--- src/rtl/ysyx_25030081_pkg.sv ---
// Shared decode constants: ALU op codes, opcodes, instruction classes, IDU bundle.
package ysyx_25030081_pkg;

  localparam int unsigned XLEN     = 32;
  localparam int unsigned REG_AW   = 5;
  localparam int unsigned ALU_OP_W = 4;
  localparam int unsigned CLS_W    = 3;

  typedef enum logic [ALU_OP_W-1:0] {
    ALU_ADD      = 4'b0000,
    ALU_SUB      = 4'b1000,
    ALU_SLL      = 4'b0001,
    ALU_SLT      = 4'b0010,
    ALU_SLTU     = 4'b1010,
    ALU_PASS_OP2 = 4'b0011,
    ALU_XOR      = 4'b0100,
    ALU_SRL      = 4'b0101,
    ALU_SRA      = 4'b1101,
    ALU_OR       = 4'b0110,
    ALU_AND      = 4'b0111
  } alu_op_e;

  typedef enum logic [CLS_W-1:0] {
    CLS_ALU    = 3'd0,
    CLS_LOAD   = 3'd1,
    CLS_STORE  = 3'd2,
    CLS_BRANCH = 3'd3,
    CLS_JUMP   = 3'd4,
    CLS_SYSTEM = 3'd5
  } cls_e;

  typedef enum logic [2:0] {
    IMM_NONE = 3'd0,
    IMM_I    = 3'd1,
    IMM_S    = 3'd2,
    IMM_B    = 3'd3,
    IMM_U    = 3'd4,
    IMM_J    = 3'd5
  } imm_type_e;

  typedef enum logic {
    ST_EMPTY = 1'b0,
    ST_FULL  = 1'b1
  } idu_state_e;

  localparam logic [6:0] OPC_OP     = 7'b0110011;
  localparam logic [6:0] OPC_OP_IMM = 7'b0010011;
  localparam logic [6:0] OPC_LUI    = 7'b0110111;
  localparam logic [6:0] OPC_AUIPC  = 7'b0010111;
  localparam logic [6:0] OPC_JAL    = 7'b1101111;
  localparam logic [6:0] OPC_JALR   = 7'b1100111;
  localparam logic [6:0] OPC_LOAD   = 7'b0000011;
  localparam logic [6:0] OPC_STORE  = 7'b0100011;
  localparam logic [6:0] OPC_BRANCH = 7'b1100011;
  localparam logic [6:0] OPC_SYSTEM = 7'b1110011;

  localparam logic [XLEN-1:0] INST_ECALL  = 32'h0000_0073;
  localparam logic [XLEN-1:0] INST_EBREAK = 32'h0010_0073;

  localparam logic [6:0] F7_BASE = 7'b0000000;
  localparam logic [6:0] F7_ALT  = 7'b0100000;

  typedef struct packed {
    alu_op_e           alu_op;
    logic [XLEN-1:0]   op1;
    logic [XLEN-1:0]   op2;
    logic [XLEN-1:0]   rs2_val;
    logic [XLEN-1:0]   pc;
    logic [XLEN-1:0]   target;
    logic [REG_AW-1:0] rd;
    logic              rd_wen;
    cls_e              cls;
    logic [2:0]        funct3;
    logic              illegal;
  } idu_bundle_t;

  // Map funct3 (plus the SUB/SRA alternate bit) onto the ALU encoding.
  function automatic alu_op_e alu_op_from_f3(input logic [2:0] f3, input logic alt);
    alu_op_e op;
    case (f3)
      3'b000:  op = alt ? ALU_SUB : ALU_ADD;
      3'b001:  op = ALU_SLL;
      3'b010:  op = ALU_SLT;
      3'b011:  op = ALU_SLTU;
      3'b100:  op = ALU_XOR;
      3'b101:  op = alt ? ALU_SRA : ALU_SRL;
      3'b110:  op = ALU_OR;
      default: op = ALU_AND;
    endcase
    return op;
  endfunction

endpackage

--- src/rtl/ysyx_25030081_immgen.sv ---
// Sign-extended immediate extraction for the I/S/B/U/J formats.
module ysyx_25030081_immgen
  import ysyx_25030081_pkg::*;
(
  input  logic [XLEN-1:0] i_inst,
  input  imm_type_e       i_imm_type,
  output logic [XLEN-1:0] o_imm32_c
);

  // Select the immediate layout for the requested format.
  always_comb begin
    o_imm32_c = '0;
    case (i_imm_type)
      IMM_I:   o_imm32_c = {{20{i_inst[31]}}, i_inst[31:20]};
      IMM_S:   o_imm32_c = {{20{i_inst[31]}}, i_inst[31:25], i_inst[11:7]};
      IMM_B:   o_imm32_c = {{19{i_inst[31]}}, i_inst[31], i_inst[7], i_inst[30:25],
                            i_inst[11:8], 1'b0};
      IMM_U:   o_imm32_c = {i_inst[31:12], 12'd0};
      IMM_J:   o_imm32_c = {{11{i_inst[31]}}, i_inst[31], i_inst[19:12], i_inst[20],
                            i_inst[30:21], 1'b0};
      default: o_imm32_c = '0;
    endcase
  end

endmodule

--- src/rtl/ysyx_25030081_idu.sv ---
// RV32I decode stage: single-entry skid-free output register with valid/ready handshake.
module ysyx_25030081_idu
  import ysyx_25030081_pkg::*;
#(
  parameter int unsigned DATA_WIDTH = 32
) (
  input  logic                  clk,
  input  logic                  rst_n,
  input  logic                  in_valid,
  output logic                  in_ready,
  input  logic [DATA_WIDTH-1:0] in_inst,
  input  logic [DATA_WIDTH-1:0] in_pc,
  output logic [4:0]            rs1_addr,
  output logic [4:0]            rs2_addr,
  input  logic [DATA_WIDTH-1:0] rs1_data,
  input  logic [DATA_WIDTH-1:0] rs2_data,
  input  logic                  flush,
  output logic                  out_valid,
  input  logic                  out_ready,
  output logic [3:0]            alu_op,
  output logic [DATA_WIDTH-1:0] op1,
  output logic [DATA_WIDTH-1:0] op2,
  output logic [DATA_WIDTH-1:0] rs2_val,
  output logic [DATA_WIDTH-1:0] pc,
  output logic [DATA_WIDTH-1:0] target,
  output logic [4:0]            rd,
  output logic                  rd_wen,
  output logic [2:0]            cls,
  output logic [2:0]            funct3,
  output logic                  illegal
);

  idu_state_e        r_state;
  idu_state_e        w_state_nxt;
  idu_bundle_t       r_bundle;
  idu_bundle_t       w_bundle;
  logic              w_load;
  imm_type_e         w_imm_type;
  logic [XLEN-1:0]   w_imm;
  logic [XLEN-1:0]   w_jalr_sum;
  logic              w_illegal;
  logic              w_wb;

  logic [6:0]        w_opcode;
  logic [2:0]        w_f3;
  logic [6:0]        w_f7;
  logic [REG_AW-1:0] w_rd;

  assign w_opcode = in_inst[6:0];
  assign w_f3     = in_inst[14:12];
  assign w_f7     = in_inst[31:25];
  assign w_rd     = in_inst[11:7];
  assign rs1_addr = in_inst[19:15];
  assign rs2_addr = in_inst[24:20];

  // Immediate format follows the opcode.
  always_comb begin
    w_imm_type = IMM_NONE;
    case (w_opcode)
      OPC_OP_IMM, OPC_JALR, OPC_LOAD: w_imm_type = IMM_I;
      OPC_STORE:                      w_imm_type = IMM_S;
      OPC_BRANCH:                     w_imm_type = IMM_B;
      OPC_LUI, OPC_AUIPC:             w_imm_type = IMM_U;
      OPC_JAL:                        w_imm_type = IMM_J;
      default:                        w_imm_type = IMM_NONE;
    endcase
  end

  ysyx_25030081_immgen u_immgen (
    .i_inst     (in_inst),
    .i_imm_type (w_imm_type),
    .o_imm32_c  (w_imm)
  );

  assign w_jalr_sum = rs1_data + w_imm;

  // Decode the offered instruction into the next bundle.
  always_comb begin
    w_bundle         = '0;
    w_bundle.alu_op  = ALU_ADD;
    w_bundle.cls     = CLS_ALU;
    w_bundle.pc      = in_pc;
    w_bundle.rs2_val = rs2_data;
    w_bundle.rd      = w_rd;
    w_bundle.funct3  = w_f3;
    w_illegal        = 1'b0;
    w_wb             = 1'b0;
    case (w_opcode)
      OPC_OP: begin
        w_bundle.op1 = rs1_data;
        w_bundle.op2 = rs2_data;
        w_wb         = 1'b1;
        if (w_f7 == F7_BASE || (w_f7 == F7_ALT && (w_f3 == 3'b000 || w_f3 == 3'b101)))
          w_bundle.alu_op = alu_op_from_f3(w_f3, w_f7[5]);
        else
          w_illegal = 1'b1;
      end
      OPC_OP_IMM: begin
        w_bundle.op1 = rs1_data;
        w_wb         = 1'b1;
        if (w_f3 == 3'b001) begin
          w_bundle.op2    = {27'd0, w_imm[4:0]};
          w_bundle.alu_op = ALU_SLL;
          w_illegal       = (w_f7 != F7_BASE);
        end else if (w_f3 == 3'b101) begin
          w_bundle.op2    = {27'd0, w_imm[4:0]};
          w_bundle.alu_op = w_imm[10] ? ALU_SRA : ALU_SRL;
          w_illegal       = (w_f7 != F7_BASE) && (w_f7 != F7_ALT);
        end else begin
          w_bundle.op2    = w_imm;
          w_bundle.alu_op = alu_op_from_f3(w_f3, 1'b0);
        end
      end
      OPC_LUI: begin
        w_bundle.op2    = w_imm;
        w_bundle.alu_op = ALU_PASS_OP2;
        w_wb            = 1'b1;
      end
      OPC_AUIPC: begin
        w_bundle.op1 = in_pc;
        w_bundle.op2 = w_imm;
        w_wb         = 1'b1;
      end
      OPC_JAL: begin
        w_bundle.op1    = in_pc;
        w_bundle.op2    = XLEN'(4);
        w_bundle.target = in_pc + w_imm;
        w_bundle.cls    = CLS_JUMP;
        w_wb            = 1'b1;
      end
      OPC_JALR: begin
        w_bundle.op1    = in_pc;
        w_bundle.op2    = XLEN'(4);
        w_bundle.target = {w_jalr_sum[XLEN-1:1], 1'b0};
        w_bundle.cls    = CLS_JUMP;
        w_wb            = 1'b1;
      end
      OPC_LOAD: begin
        w_bundle.op1 = rs1_data;
        w_bundle.op2 = w_imm;
        w_bundle.cls = CLS_LOAD;
        w_wb         = 1'b1;
        w_illegal    = (w_f3 == 3'b011) || (w_f3 == 3'b110) || (w_f3 == 3'b111);
      end
      OPC_STORE: begin
        w_bundle.op1 = rs1_data;
        w_bundle.op2 = w_imm;
        w_bundle.cls = CLS_STORE;
        w_illegal    = (w_f3 > 3'b010);
      end
      OPC_BRANCH: begin
        w_bundle.op1    = rs1_data;
        w_bundle.op2    = rs2_data;
        w_bundle.target = in_pc + w_imm;
        w_bundle.cls    = CLS_BRANCH;
        case (w_f3[2:1])
          2'b00:   w_bundle.alu_op = ALU_SUB;
          2'b10:   w_bundle.alu_op = ALU_SLT;
          2'b11:   w_bundle.alu_op = ALU_SLTU;
          default: w_illegal       = 1'b1;
        endcase
      end
      OPC_SYSTEM: begin
        w_bundle.cls = CLS_SYSTEM;
        w_illegal    = (in_inst != INST_ECALL) && (in_inst != INST_EBREAK);
      end
      default: w_illegal = 1'b1;
    endcase
    if (w_illegal) begin
      w_bundle.cls    = CLS_SYSTEM;
      w_bundle.target = '0;
    end
    w_bundle.illegal = w_illegal;
    w_bundle.rd_wen  = w_wb && !w_illegal && (w_rd != '0);
  end

  // FSM state register.
  always_ff @(posedge clk or negedge rst_n) begin
    if (!rst_n) r_state <= ST_EMPTY;
    else        r_state <= w_state_nxt;
  end

  // Handshake and next-state; flush wins over both consume and transfer.
  always_comb begin
    w_state_nxt = r_state;
    in_ready    = 1'b0;
    w_load      = 1'b0;
    in_ready    = ((r_state == ST_EMPTY) || out_ready) && !flush;
    w_load      = in_valid && in_ready;
    if (flush) begin
      w_state_nxt = ST_EMPTY;
    end else begin
      case (r_state)
        ST_EMPTY: if (w_load) w_state_nxt = ST_FULL;
        ST_FULL:  if (out_ready && !w_load) w_state_nxt = ST_EMPTY;
        default:  w_state_nxt = ST_EMPTY;
      endcase
    end
  end

  // Payload register captures the decoded bundle on transfer.
  always_ff @(posedge clk or negedge rst_n) begin
    if (!rst_n)      r_bundle <= '0;
    else if (w_load) r_bundle <= w_bundle;
  end

  assign out_valid = (r_state == ST_FULL);
  assign alu_op    = r_bundle.alu_op;
  assign op1       = r_bundle.op1;
  assign op2       = r_bundle.op2;
  assign rs2_val   = r_bundle.rs2_val;
  assign pc        = r_bundle.pc;
  assign target    = r_bundle.target;
  assign rd        = r_bundle.rd;
  assign rd_wen    = r_bundle.rd_wen;
  assign cls       = r_bundle.cls;
  assign funct3    = r_bundle.funct3;
  assign illegal   = r_bundle.illegal;

endmodule

--- config.mk ---
export PLATFORM = sky130hd
export DESIGN_NAME = ysyx_25030081_idu
export DESIGN_NICKNAME = d
export VERILOG_FILES = /design/src/rtl/ysyx_25030081_pkg.sv /design/src/rtl/ysyx_25030081_immgen.sv /design/src/rtl/ysyx_25030081_idu.sv
export SDC_FILE = /design/constraint.sdc
export NUM_CORES = 1
export LEC_CHECK = 0
export ABC_AREA = 0
export BUFFER_PORTS_ARGS = -buffer_cell sky130_fd_sc_hd__clkbuf_2
export CAP_MARGIN = 15
export CORE_MARGIN = 2
export CORE_UTILIZATION = 45
export DETAILED_ROUTE_END_ITERATION = 12
export PLACE_DENSITY = 0.79
export SLEW_MARGIN = 20
export SYNTH_ARGS = -nofsm -noshare
export SYNTH_HDL_FRONTEND = slang
export SYNTH_SLANG_ARGS = --single-unit
--- constraint.sdc ---
create_clock -name clk -period 2.9 [get_ports clk]
set_input_delay 0 -clock clk [delete_from_list [all_inputs] [get_ports clk]]
set_output_delay 0 -clock clk [all_outputs]
set_load 0.02 [all_outputs]
Yosys cells after proc, flatten, opt, wreduce, memory -nomap -nowiden
Index checks and enable logic that the tools add are counted.
- ROM bits: 0
- memories: 0
- latch bits: 0
- output and inout bits: 189
- bits in registers: 178
- memory bits (writable): 0
- mux-type cells: 30
- $add $sub $neg: 2
- div/mod/pow operators: 0
- $mul: 0
- eq/ne operators: 28
- bitwise gates (word level): 1
- $lt $le $gt $ge: 1
- reduce and logical (&&, ||, !) cells: 32
- shifts and indexed selects: 0
- operators by type and width (kind ; number):
    $pmux 32 s5 ; 1
    $pmux 32 s2 ; 2
    $pmux 32 s4 ; 1
    $mux 32 ; 3
    $add 32x32->32 ; 2
    $ne 32x21->1 const B ; 1
    $ne 32x7->1 const B ; 1
    $pmux 3 s5 ; 2
    $eq 7x6->1 const B ; 4
    $eq 7x7->1 const B ; 4
    $pmux 4 s7 ; 1
    $mux 4 ; 6
    $pmux 4 s5 ; 1
    $eq 3x3->1 const B ; 6
    $pmux 4 s4 ; 1
    $eq 7x5->1 const B ; 2
    $eq 3x2->1 const B ; 4
    $pmux 4 s3 ; 1
    $reduce_or 3->1 ; 3
    $logic_and 1x1->1 ; 8
    $mux 1 ; 8
    $reduce_or 2->1 ; 4
    $reduce_or 4->1 ; 2
    $eq 7x2->1 const B ; 1
    17 further kinds ; 25

Longest topological paths before layout
Gate-level depths: netlist of the first run.
- depth in word-level cells: 9
- depth in mapped cells: 20
- gate-level depth less buffers: 18

Hierarchy
From an unflattened synthesis of the first run, not the netlist that was laid out.
- cells, all modules: 1393
- area total of the unflattened synthesis: 11576.1 µm²
- by module, submodules not included (module ; area each (µm²) ; cells each ; seq. area each (µm²) ; instances):
    ysyx_25030081_idu ; 11185.7 ; 1327 ; 4454.3 ; 1
    ysyx_25030081_immgen ; 390.4 ; 66 ; 0.0 ; 1

Least setup slack after synthesis of the first run
Ideal clock, no wire load.
- path kind: input -> register
- start point: in in_inst[3]
- end point: reg r_bundle (netlist bit target[30])
- path slack: -1.281 ns
- library setup time: 0.130 ns
- cell stages on the path: 20
- arrival time: 4.050 ns
- path buffers: 3
- cell sequence: and4bb_1 buf_4 a2bb2oi_1 nand2_1 buf_2 buf_1 and2_1 ha_1 nand2_1 a21oi_1 nor2_1 o311ai_0 a41oi_1 maj3_2 maj3_2 a211o_1 o2bb2ai_1 a31oi_1 a211oi_1 o21ai_1
- cells in the longest elaborated chain, start to end: 8
- elaborated cells between the ends (all ways): 29
- those cells by class: add/sub: 2; eq/ne: 17; mux: 5; reduce/logical: 5
- RTL lines (item ; line ; text):
    from (decl) ; ysyx_25030081_idu.sv:11 ; input logic [DATA_WIDTH-1:0] in_inst,
    $eq 7x5->1 (tied with other cells) ; ysyx_25030081_idu.sv:59, ysyx_25030081_idu.sv:88 ;
    $reduce_or 3->1 / $reduce_or 2->1 (equally long branches) ; ysyx_25030081_idu.sv:59 ; case (w_opcode)
    $pmux 3 s5 ; ysyx_25030081_idu.sv:59 ;
    $eq 3x3->1 (tied with other cells) ; ysyx_25030081_immgen.sv:13 ; case (i_imm_type)
    $pmux 32 s5 ; ysyx_25030081_immgen.sv:13 ;
    $add 32x32->32 (on tied branches) ; ysyx_25030081_idu.sv:127, ysyx_25030081_idu.sv:154, ysyx_25030081_idu.sv:75 ;
    $pmux 32 s2 ; ysyx_25030081_idu.sv:88 ; case (w_opcode)
    $mux 32 * ; ysyx_25030081_idu.sv:169 ; if (w_illegal) begin
    to (signal assigned) ; ysyx_25030081_idu.sv:204 ; else if (w_load) r_bundle <= w_bundle;
    to (decl) ; ysyx_25030081_idu.sv:35 ; idu_bundle_t r_bundle;
Every way passes the cells marked *; elsewhere a longest branch is shown, timed or not.
A chain may end at the register's enable or synchronous reset.

Worst setup path in the final report of the first run
- start point: in in_inst[0]
- end point: reg r_bundle (netlist bit target[28])
The elaborated chain is that of the path after synthesis.

==> results_dict.tcl, run 1 <==
set metrics [dict create \
    outcome "finished with violations" \
    violations "setup timing" \
    swShare_pct 35.0 \
    synth_enable_flop_cells 0 \
    antenna_found_initial 0 \
    ys.flop_type "dfrtp_1" \
    power_frac_seq_pct 37.6 \
    power_frac_comb_pct 28.0 \
    yosysMostFrequentCell "nand2_1" \
    worst-path-max-fanout 4 \
    p_leak_uw 0.00992 \
    yosys.cell_types.count 97 \
    gp_congestion 0.983 \
    root_buffer "clkbuf_16" \
    placed_cell_area_sq_mm 0.0171 \
    diodes 0 \
    hold_class "input pin to flop" \
    powerDensity_mw_per_mm2 367 \
    muxShareOfSynthArea_pct 0.166 \
    synth_xor_area_share_pct 5.53 \
    worst_slew_pin_slew_ns 0.835 \
    setup_viol 17 \
    nets 2469 \
    grt-ovfl-total 0 \
    worst-setup-path-type "input pin to flop" \
    end_kind "flop" \
    start_util_pct 45.9 \
    synth_top_family_by_area "compound AO/OA/AOI/OAI gates" \
    clock-sinks 178 \
    io_pins 322 \
    period_share_pct 118 \
    finClkSkew_ns 0.00957 \
    switchingPower_uw 2560 \
    power.internal_uw 4750 \
    wl_per_cell_um 21.2 \
    hpwl_mm 41.1 \
    yosys_warnings 0 \
    drt_first_pass_iters 6 \
    drv_slew 0 \
    synth_commonest_cells "400 x nand2_1, 178 x dfrtp_1, 100 x clkbuf_1" \
    htreeDepth 4 \
    syn_inst 1621 \
    avgSynthCellArea_sq_um 7.91 \
    p_clk_share_pct 34.4 \
    cts_tree "yes" \
    layout_min_cycle_time_ns 3.43 \
    die_y_um 173 \
    drt_iter0_drc 1718 \
    relSlewSlack_pct 43.8 \
    max_freq_mhz 292 \
    worst_slack_ns -0.529 \
    rsz0062_at_grt "true" \
    synth_nets 1796 \
    mappedNetlistArea_sq_mm 0.0128 \
    wirelength_mm 56.9 \
    numCtsBuffers 17 \
    async_flop_share_pct 100 \
    hold_viol 0 \
    grt_max_degree 186 \
    ir_drop_mv 0.293 \
    critPathRequiredTime_ns 3.28 \
    grtUsageTotal_pct 36.5 \
    yosys.area_share.adder_pct 5.17 \
    drc_errors 0 \
    num_rows 61 \
    grt_pass1_vias 15392 \
    synth-simple-area-share_pct 22.7 \
    die_x_um 173 \
    clock_path_buffers 2 \
    worstPathArrival_ns 3.81 \
    synth-seq-cells 178 \
    post-synth-top-area-cell "dfrtp_1" \
    clk_pin_slew_worst_paths_ns 0.09 \
    vias 15978 \
    final_area_sq_mm 0.0199 \
    vias_per_cell 5.95 \
    finish.utilization_pct 71.4 \
    area_growth_pct 55.5 \
    dieArea_sq_mm 0.0299 \
    ant_nets 0 \
    maxCapViolations 0 \
    worst_setup_path_start_kind "input pin" \
    seq_area_frac_synth_pct 34.7 \
    synth_compound_area_share_pct 26.4 \
    drive_above_1_share_pct 37.2 \
    synth_top_cell_area_share_pct 34.7 \
    port_buffers 321 \
    synthTopCellsByArea "dfrtp_1 35%, nand2_1 12%, ha_1 3.9%" \
    finalSetupTns_ns -5.53 \
    core-area_sq_mm 0.0279 \
    clk_latency_ns 0.46 \
    grt_pass1_wl_mm 86.6 \
]
[metrics by stage]
step | hold slack (ns) | instances | worst slack, ns | total power, uW
5_1_grt | 0.0630 | 2685 | -0.610 | 7570
3_3_place_gp | 0.129 | 2504 | -1.06 | 4520
6_report | 0.0545 | 2685 | -0.529 | 7310
2_1_floorplan | -0.296 | 1621 | -0.649 | 3730
4_1_cts | 0.0416 | 2671 | -0.510 | 7200
3_5_place_dp | 0.128 | 2504 | -1.20 | 4560
[power groups by stage]
stage               registers, uW  clock network [uW]  logic (uW)
finish                       2750                2510        2050
global route                 2770                2610        2180
CTS                          2750                2510        1940
detailed placement           2790                   0        1760
global placement             2780                   0        1740
floorplan                    3000                   0         725
[state kept, by name, summed over array words and instances (netlist names), 3 cells and up]
name and cells:
pc 32, cls 3, target 32, rd 5, rs2_val 32, op1 32
op2 32, alu_op 4, funct3 3
[logic make-up after synthesis]
family	count (synthesis)
DFF	178
buffers and inverters	161
and+or+nand+nor	656
AOI/OAI and AO/OA	489
adders and majority gates	54
xor gates and xnor gates	81
muxes	2
[routing by layer]
layer	track usage, %	vias to the layer above	routed length, um
met5	0	-	0
met4	15.5	0	2570
met3	6.00	186	4980
met2	59.0	994	26600
met1	48.6	7651	22800
li1	-	7147	-
[what timing repair did]
item                                    CTS  global route
pin swaps                                58            46
cloned                                    0             0
gates resized for setup                  69            83
endpoints found under the setup margin   20            21
hold buffers                            112             0
endpoints found under the hold margin   227             0
setup buffers                            24            17
[area by class of cell]
class | instances | area (sq um)
well taps | 378 | 473
clock buffers | 17 | 425
repair buffers | 787 | 5670
multi-input cells | 1282 | 8600
flip-flops and latches | 178 | 4450
clock inverters | 15 | 209
fillers | 2120 | 8000
inverters | 28 | 105
[cells in the final DEF, fill, tap and decap left out, types with 7 or more instances in the layout]
cell,count
a22oi_1,34
ha_4,11
dfrtp_1,178
a32oi_1,37
a31oi_1,21
nand2_1,392
nor3_1,21
a22o_1,17
dlygate4sd3_1,112
xnor2_1,34
nor2_1,80
ha_1,25
and3_1,7
clkbuf_2,313
inv_1,27
nand2b_1,9
nand4_1,14
o21a_1,9
a21oi_1,77
o21ai_1,18
maj3_1,9
o22ai_1,25
xor2_1,41
a21o_1,22
nor2b_1,23
nand2_2,7
o21ai_2,11
nand3_1,24
clkbuf_16,19
o211ai_1,9
buf_6,21
buf_12,9
o21ai_0,77
buf_4,327
and2_1,7
[path summary, 6_finish.rpt]
check | start | end | slack [ns] | cells after the start
max | in_inst[0] | target[28]$_DFFE_PN0P_ | -0.53 | 21
max in group asynchronous | rst_n | op2[13]$_DFFE_PN0P_ | 1.83 | 3
min | in_inst[6] | cls[2]$_DFFE_PN0P_ | 0.05 | 4
min in group asynchronous | rst_n | rs2_val[5]$_DFFE_PN0P_ | 0.18 | 2
min reg2reg | rs2_val[19]$_DFFE_PN0P_ | rs2_val[19]$_DFFE_PN0P_ | 0.48 | 2
max reg2reg | out_valid$_DFF_PN0_ | op1[13]$_DFFE_PN0P_ | 0.12 | 9
[worst max-delay path: stages]
cell and delay [ns]:
clkbuf_16 0.12, buf_6 0.11, and4bb_4 0.22, buf_6 0.12, a2bb2oi_4 0.16, nand2_4 0.08
and2_4 0.18, ha_4 0.28, nand2_2 0.04, a21oi_2 0.14, o211ai_1 0.18, o21ai_2 0.22
a41oi_2 0.16, maj3_2 0.35, maj3_2 0.37, a211o_4 0.38, o2bb2ai_4 0.23, buf_6 0.14
o2111a_1 0.19, nor3_1 0.04, o21ai_1 0.09
Power figures use the tool's default switching activity.
==> run 2, diff against run 1 <==
TNS_END_PERCENT = 1   (was not set)
==> run 2 against run 1 <==
Net effect:
- clock power hardly changed
- utilization is 2.4 points lower
- the flow still finishes with violations (setup timing)
- largest cell class unchanged
- largest power group unchanged
- critical path type unchanged
- first-iteration DRC count is 11% lower
- combinational power is 5% lower
- critical endpoint is now target[26]$_DFFE_PN0P_
==> results_dict.tcl, run 2 (synthesized netlist as in run 1, its figures left out) <==
set metrics [dict create \
    wl_per_cell_um 20.8 \
    htreeDepth 4 \
    rsz0062_at_grt "true" \
    ant_nets 0 \
    critPathBufInv 6 \
    relSlewSlack_pct 45.4 \
    die_x_um 173 \
    p_leak_uw 0.00974 \
    gp_congestion 1.01 \
    nFillCells 2227 \
    reg2reg_to "op1[31]$_DFFE_PN0P_" \
    core-area_sq_mm 0.0279 \
    root_buffer "clkbuf_16" \
    worst-setup-path-type "input pin to flop" \
    placed_cells 2509 \
    violations "setup timing" \
    wirelength_mm 55.5 \
    antenna_found_initial 3 \
    drt_first_pass_iters 7 \
    cp_slowest_cell "maj3_2" \
    power.total_uw 7180 \
    path_delay_family "compound AO/OA/AOI/OAI gates" \
    ir_drop_mv 0.337 \
    powerDensity_mw_per_mm2 373 \
    finClkSkew_ns 0.0116 \
    grt_max_degree 186 \
    num_rows 61 \
    clk_latency_ns 0.45 \
    cp.depth 23 \
    mostFrequentLayoutCells "394 x nand2_1, 333 x buf_4, 316 x clkbuf_2, 178 x dfrtp_1, 109 x dlygate4sd3_1" \
    setup_viol 21 \
    start_util_pct 45.9 \
    worst_slew_pin_slew_ns 0.819 \
    worstPathArrival_ns 3.97 \
    numCtsBuffers 17 \
    rrSetupSlack_ns 0.02 \
    hpwl_mm 40.5 \
    drc_errors 0 \
    maxCapViolations 0 \
    grt-ovfl-total 0 \
    grtUsageTotal_pct 36.2 \
    port_buffers 321 \
    critPathRequiredTime_ns 3.29 \
    grt_pass1_vias 15303 \
    vias_per_cell 5.86 \
    drv_slew 0 \
    final_common_cell "nand2_1" \
    finalNonFillerCells 2675 \
    dieArea_sq_mm 0.0299 \
    die_y_um 173 \
    clock_path_buffers 2 \
    layout_min_cycle_time_ns 3.57 \
    drt_iter0_drc 1537 \
    clock-sinks 178 \
    worst-path-max-fanout 5 \
    hold_class "input pin to flop" \
    path_cells "clkbuf_8 > buf_6 > and4bb_4 > a2bb2oi_4 > nand2_2 > buf_6 > and2_4 > buf_6 > ha_4 > nand2_2 > a21oi_4 > o211ai_1 > o21ai_2 > a41oi_2 > maj3_2 > maj3_2 > buf_6 > o311ai_4 > buf_4 > a21o_1 > a41oi_2 > nor3_1 > a221o_1" \
    worst_setup_path_start_kind "input pin" \
    io_pins 322 \
    drive_above_1_share_pct 35.2 \
    hold_viol 0 \
    nets 2457 \
    worst_slack_ns -0.674 \
    area_growth_pct 50.2 \
    ff2ff_path_depth 9 \
    crit_path_start "in_inst[0]" \
    crit_end "target[26]$_DFFE_PN0P_" \
    max_freq_mhz 280 \
    end_kind "flop" \
    period_share_pct 123 \
    cts_tree "yes" \
    clk_pin_slew_worst_paths_ns 0.09 \
    vias 15671 \
    slowest_delay_ns 0.35 \
    crit_top_cell "buf_6" \
    reg2reg_from "out_valid$_DFF_PN0_" \
    grt_pass1_wl_mm 85.7 \
    outcome "finished with violations" \
]
==> run 2: routing by layer <==
layer,global-route usage [%],share of wire (%),vias up
met4,16.2,4.1,2
met5,0,0.027,-
met2,59.0,47,876
li1,-,-,7125
met1,47.7,41,7525
met3,5.91,7.9,143
==> run 2: worst min-delay path by stage <==
stage	startpoint	end	slack (ns)	cells past startpoint
global route	in_pc[18]	pc[18]$_DFFE_PN0P_	0.07	4
finish	in_pc[15]	pc[15]$_DFFE_PN0P_	0.03	3
CTS	in_pc[18]	pc[18]$_DFFE_PN0P_	0.02	4
global placement	rst_n	pc[13]$_DFFE_PN0P_	0.03	1
floorplan	rst_n	alu_op[0]$_DFFE_PN0P_	-0.30	0
detailed placement	rst_n	pc[13]$_DFFE_PN0P_	0.04	1
==> run 2: report_power, final <==
part           leakage [uW]  switching, uW  internal [uW]
Clock              0.000298           1290           1190
Combinational       0.00710           1160            776
Sequential          0.00235            102           2650
Total               0.00974           2560           4620
==> run 2: repair_timing <==
action	4_1_cts	5_1_grt
hold endpoints to repair	191	0
pin swaps	31	35
endpoints found under the setup margin	23	30
hold buffers	109	0
gates resized for setup	62	32
cloned	0	0
setup buffers	14	9
==> run 2: stage by stage <==
step                      TNS, ns  cell area, sq um  hold WS (ns)  utilization (%)  setup WS (ns)
after floorplan             -8.74             12900        -0.296                -         -0.681
after global placement     -23.88             16900        0.0334             60.6          -1.37
after detailed placement   -24.93             16900        0.0401             60.6          -1.42
after CTS                   -6.91             19000        0.0231             68.2         -0.612
after global routing       -11.69             19300        0.0684             68.9         -0.829
final                       -8.55             19300        0.0285             68.9         -0.674
==> run 2: cell type report <==
type / count / area, sq um / area share, %
multi-input combinational: 1282 / 8180 / 42.5
antenna: 2 / 5.00 / 0.0260
timing repair buffer: 775 / 5420 / 28.1
sequential: 178 / 4450 / 23.1
tap: 378 / 473 / 2.46
clock buffer: 17 / 425 / 2.21
inverter: 28 / 105 / 0.546
clock inverter: 15 / 203 / 1.05
==> run 2: worst register-to-register path: cells and delay by family, from the launching register on <==
kind,cells,cell delay [ns]
DFF,1,0.38
and+or+nand+nor,5,0.77
buffers and inverters,3,1.40
AOI/OAI and AO/OA,1,0.23
==> run 3, diff against run 2 <==
PLACE_DENSITY = 0.82   (was 0.79)
clock period = 3 ns   (was 2.9 ns; I/O delays follow)
==> run 3 against run 2 <==
Net effect:
- the run still ends with setup timing left
- worst setup slack better by 0.26 ns
- cell count is 1.2% lower
- combinational power is 3% lower
- first-iteration DRC count increased by 10%
- critical path depth shrank 3
- non-clock buffer count is 35 lower
- critical path type unchanged
- clock-buffer cell count stayed put
- register-to-register slack improved by 0.04 ns
- flip-flop and latch count is the same
==> results_dict.tcl, run 3 (synthesized netlist as in run 1, its figures left out) <==
set metrics [dict create \
    num_rows 61 \
    worst_slew_pin_slew_ns 0.884 \
    finalNonFillerCells 2642 \
    drt_first_pass_iters 8 \
    max_freq_mhz 293 \
    final_area_sq_mm 0.0192 \
    relSlewSlack_pct 40.5 \
    port_buffers 321 \
    power.internal_uw 4460 \
    powerDensity_mw_per_mm2 361 \
    period_share_pct 114 \
    p_clk_share_pct 34.4 \
    dieArea_sq_mm 0.0299 \
    worstPathArrival_ns 3.77 \
    worst_slack_ns -0.412 \
    wl_per_cell_um 21.0 \
    p_leak_uw 0.00957 \
    worst_setup_path_start_kind "input pin" \
    end_kind "flop" \
    mostFrequentLayoutCells "393 x nand2_1, 316 x clkbuf_2, 292 x buf_4, 178 x dfrtp_1, 114 x dlygate4sd3_1" \
    die_y_um 173 \
    final_common_cell "nand2_1" \
    drive_above_1_share_pct 34.5 \
    worst-setup-path-type "input pin to flop" \
    clock-sinks 178 \
    power_frac_comb_pct 27.2 \
    start_util_pct 45.9 \
    die_x_um 173 \
    root_buffer "clkbuf_16" \
    gp_congestion 0.945 \
    clk_latency_ns 0.45 \
    htreeDepth 4 \
    grtUsageTotal_pct 36.1 \
    violations "setup timing" \
    cp_slowest_cell "fa_2" \
    critPathBufInv 4 \
    placed_cell_area_sq_mm 0.0167 \
    grt-ovfl-total 0 \
    setup_viol 16 \
    vias 15614 \
    clk_pin_slew_worst_paths_ns 0.09 \
    hold_viol 0 \
    core-area_sq_mm 0.0279 \
    area_growth_pct 49.6 \
    numCtsBuffers 17 \
    grt_max_degree 186 \
    nets 2422 \
    power.total_uw 6920 \
    drt_iter0_drc 1691 \
    maxCapViolations 0 \
    clock_path_buffers 2 \
    drc_errors 0 \
    grt_pass1_vias 15176 \
    hold_class "input pin to flop" \
    placed_cells 2475 \
    worst-path-max-fanout 4 \
    power_frac_seq_pct 38.4 \
    switchingPower_uw 2460 \
    cts_tree "yes" \
    layout_min_cycle_time_ns 3.41 \
    io_pins 322 \
    slowest_delay_ns 0.39 \
    hpwl_mm 39.3 \
    outcome "finished with violations" \
    finClkSkew_ns 0.0120 \
    rsz0062_at_grt "true" \
    critPathRequiredTime_ns 3.35 \
    drv_slew 0 \
    path_cells "clkbuf_2 > nand4bb_4 > buf_6 > o22ai_4 > a22o_4 > buf_4 > fa_2 > nand3_4 > a21oi_4 > o211ai_1 > o311ai_2 > a41oi_2 > maj3_2 > maj3_2 > o311ai_1 > buf_4 > a21o_1 > a41oi_1 > nor3_1 > a221o_1" \
    nFillCells 2221 \
    path_delay_family "compound AO/OA/AOI/OAI gates" \
    finish.utilization_pct 68.7 \
    swShare_pct 35.5 \
    ant_nets 0 \
    grt_pass1_wl_mm 85.2 \
    antenna_found_initial 4 \
    hold_ws_ns 0.0284 \
    wirelength_mm 55.5 \
    vias_per_cell 5.91 \
    ir_drop_mv 0.381 \
]
==> run 3: cell types whose count changed in the layout (fill, tap and decap cells not counted), sizes merged <==
cell / before / now
clkinvlp: 1 / 0
diode: 2 / 4
inv: 34 / 35
dlygate4sd3: 109 / 114
buf: 346 / 307
clkbuf: 337 / 336
==> run 3: path summary, 6_finish.rpt <==
| path | depth (start not counted) | from | slack (ns) | end |
|---|---|---|---|---|
| worst max-delay path | 20 | in_inst[3] | -0.41 | target[26]$_DFFE_PN0P_ |
| worst min-delay path | 3 | in_pc[6] | 0.03 | op1[6]$_DFFE_PN0P_ |
| worst max register to register | 13 | out_valid$_DFF_PN0_ | 0.06 | target[30]$_DFFE_PN0P_ |
| worst min register to register | 2 | op1[6]$_DFFE_PN0P_ | 0.47 | op1[6]$_DFFE_PN0P_ |
| max in group asynchronous | 3 | rst_n | 2.10 | pc[29]$_DFFE_PN0P_ |
| min in group asynchronous | 2 | rst_n | 0.04 | op1[4]$_DFFE_PN0P_ |
==> run 3: area by class of cell <==
class	count	area (sq um)	share of cell area (%)
well taps	378	473	2.47
clock buffers	17	425	2.22
repair buffers	740	5150	26.9
inverters	28	105	0.548
diodes	4	10.0	0.0522
clock inverters	15	199	1.04
multi-input cells	1282	8360	43.6
flip-flops and latches	178	4450	23.2
==> run 3: what timing repair did <==
action                     CTS  global route
setup endpoints to repair   19            22
setup buffers               13             5
pin swaps                   43            32
hold endpoints to repair   308             0
gates resized for setup     74            49
hold buffers               114             0
==> run 3: layer usage <==
layer	wire [um]	up-vias	global-route usage, %	share of wire (%)
met5	12	-	0	0.022
met4	2700	2	16.5	4.9
met3	5000	193	7.98	9.0
met2	25400	887	58.1	46
met1	22400	7483	46.4	40
li1	-	7049	-	-
==> run 3: stage by stage <==
| step | TNS [ns] | worst slack, ns |
|---|---|---|
| floorplan | -6.79 | -0.581 |
| global placement | -18.08 | -1.15 |
| detailed placement | -18.71 | -1.14 |
| CTS | -3.70 | -0.408 |
| global route | -6.11 | -0.543 |
| finish | -3.71 | -0.412 |
==> run 3: power by group through the flow <==
stage | clock network [uW] | logic, uW | registers (uW)
after floorplan | 0 | 682 | 2900
after global placement | 0 | 1620 | 2690
after detailed placement | 0 | 1650 | 2700
after CTS | 2400 | 1810 | 2650
after global routing | 2510 | 2010 | 2680
final | 2380 | 1880 | 2660
==> run 3: tightest hold or removal path, delay by kind of cell <==
family	cells	cell delay (ns)
AO/OA/AOI/OAI	1	0.14
AND/OR/NAND/NOR	1	0.06
buffers and inverters	1	0.24
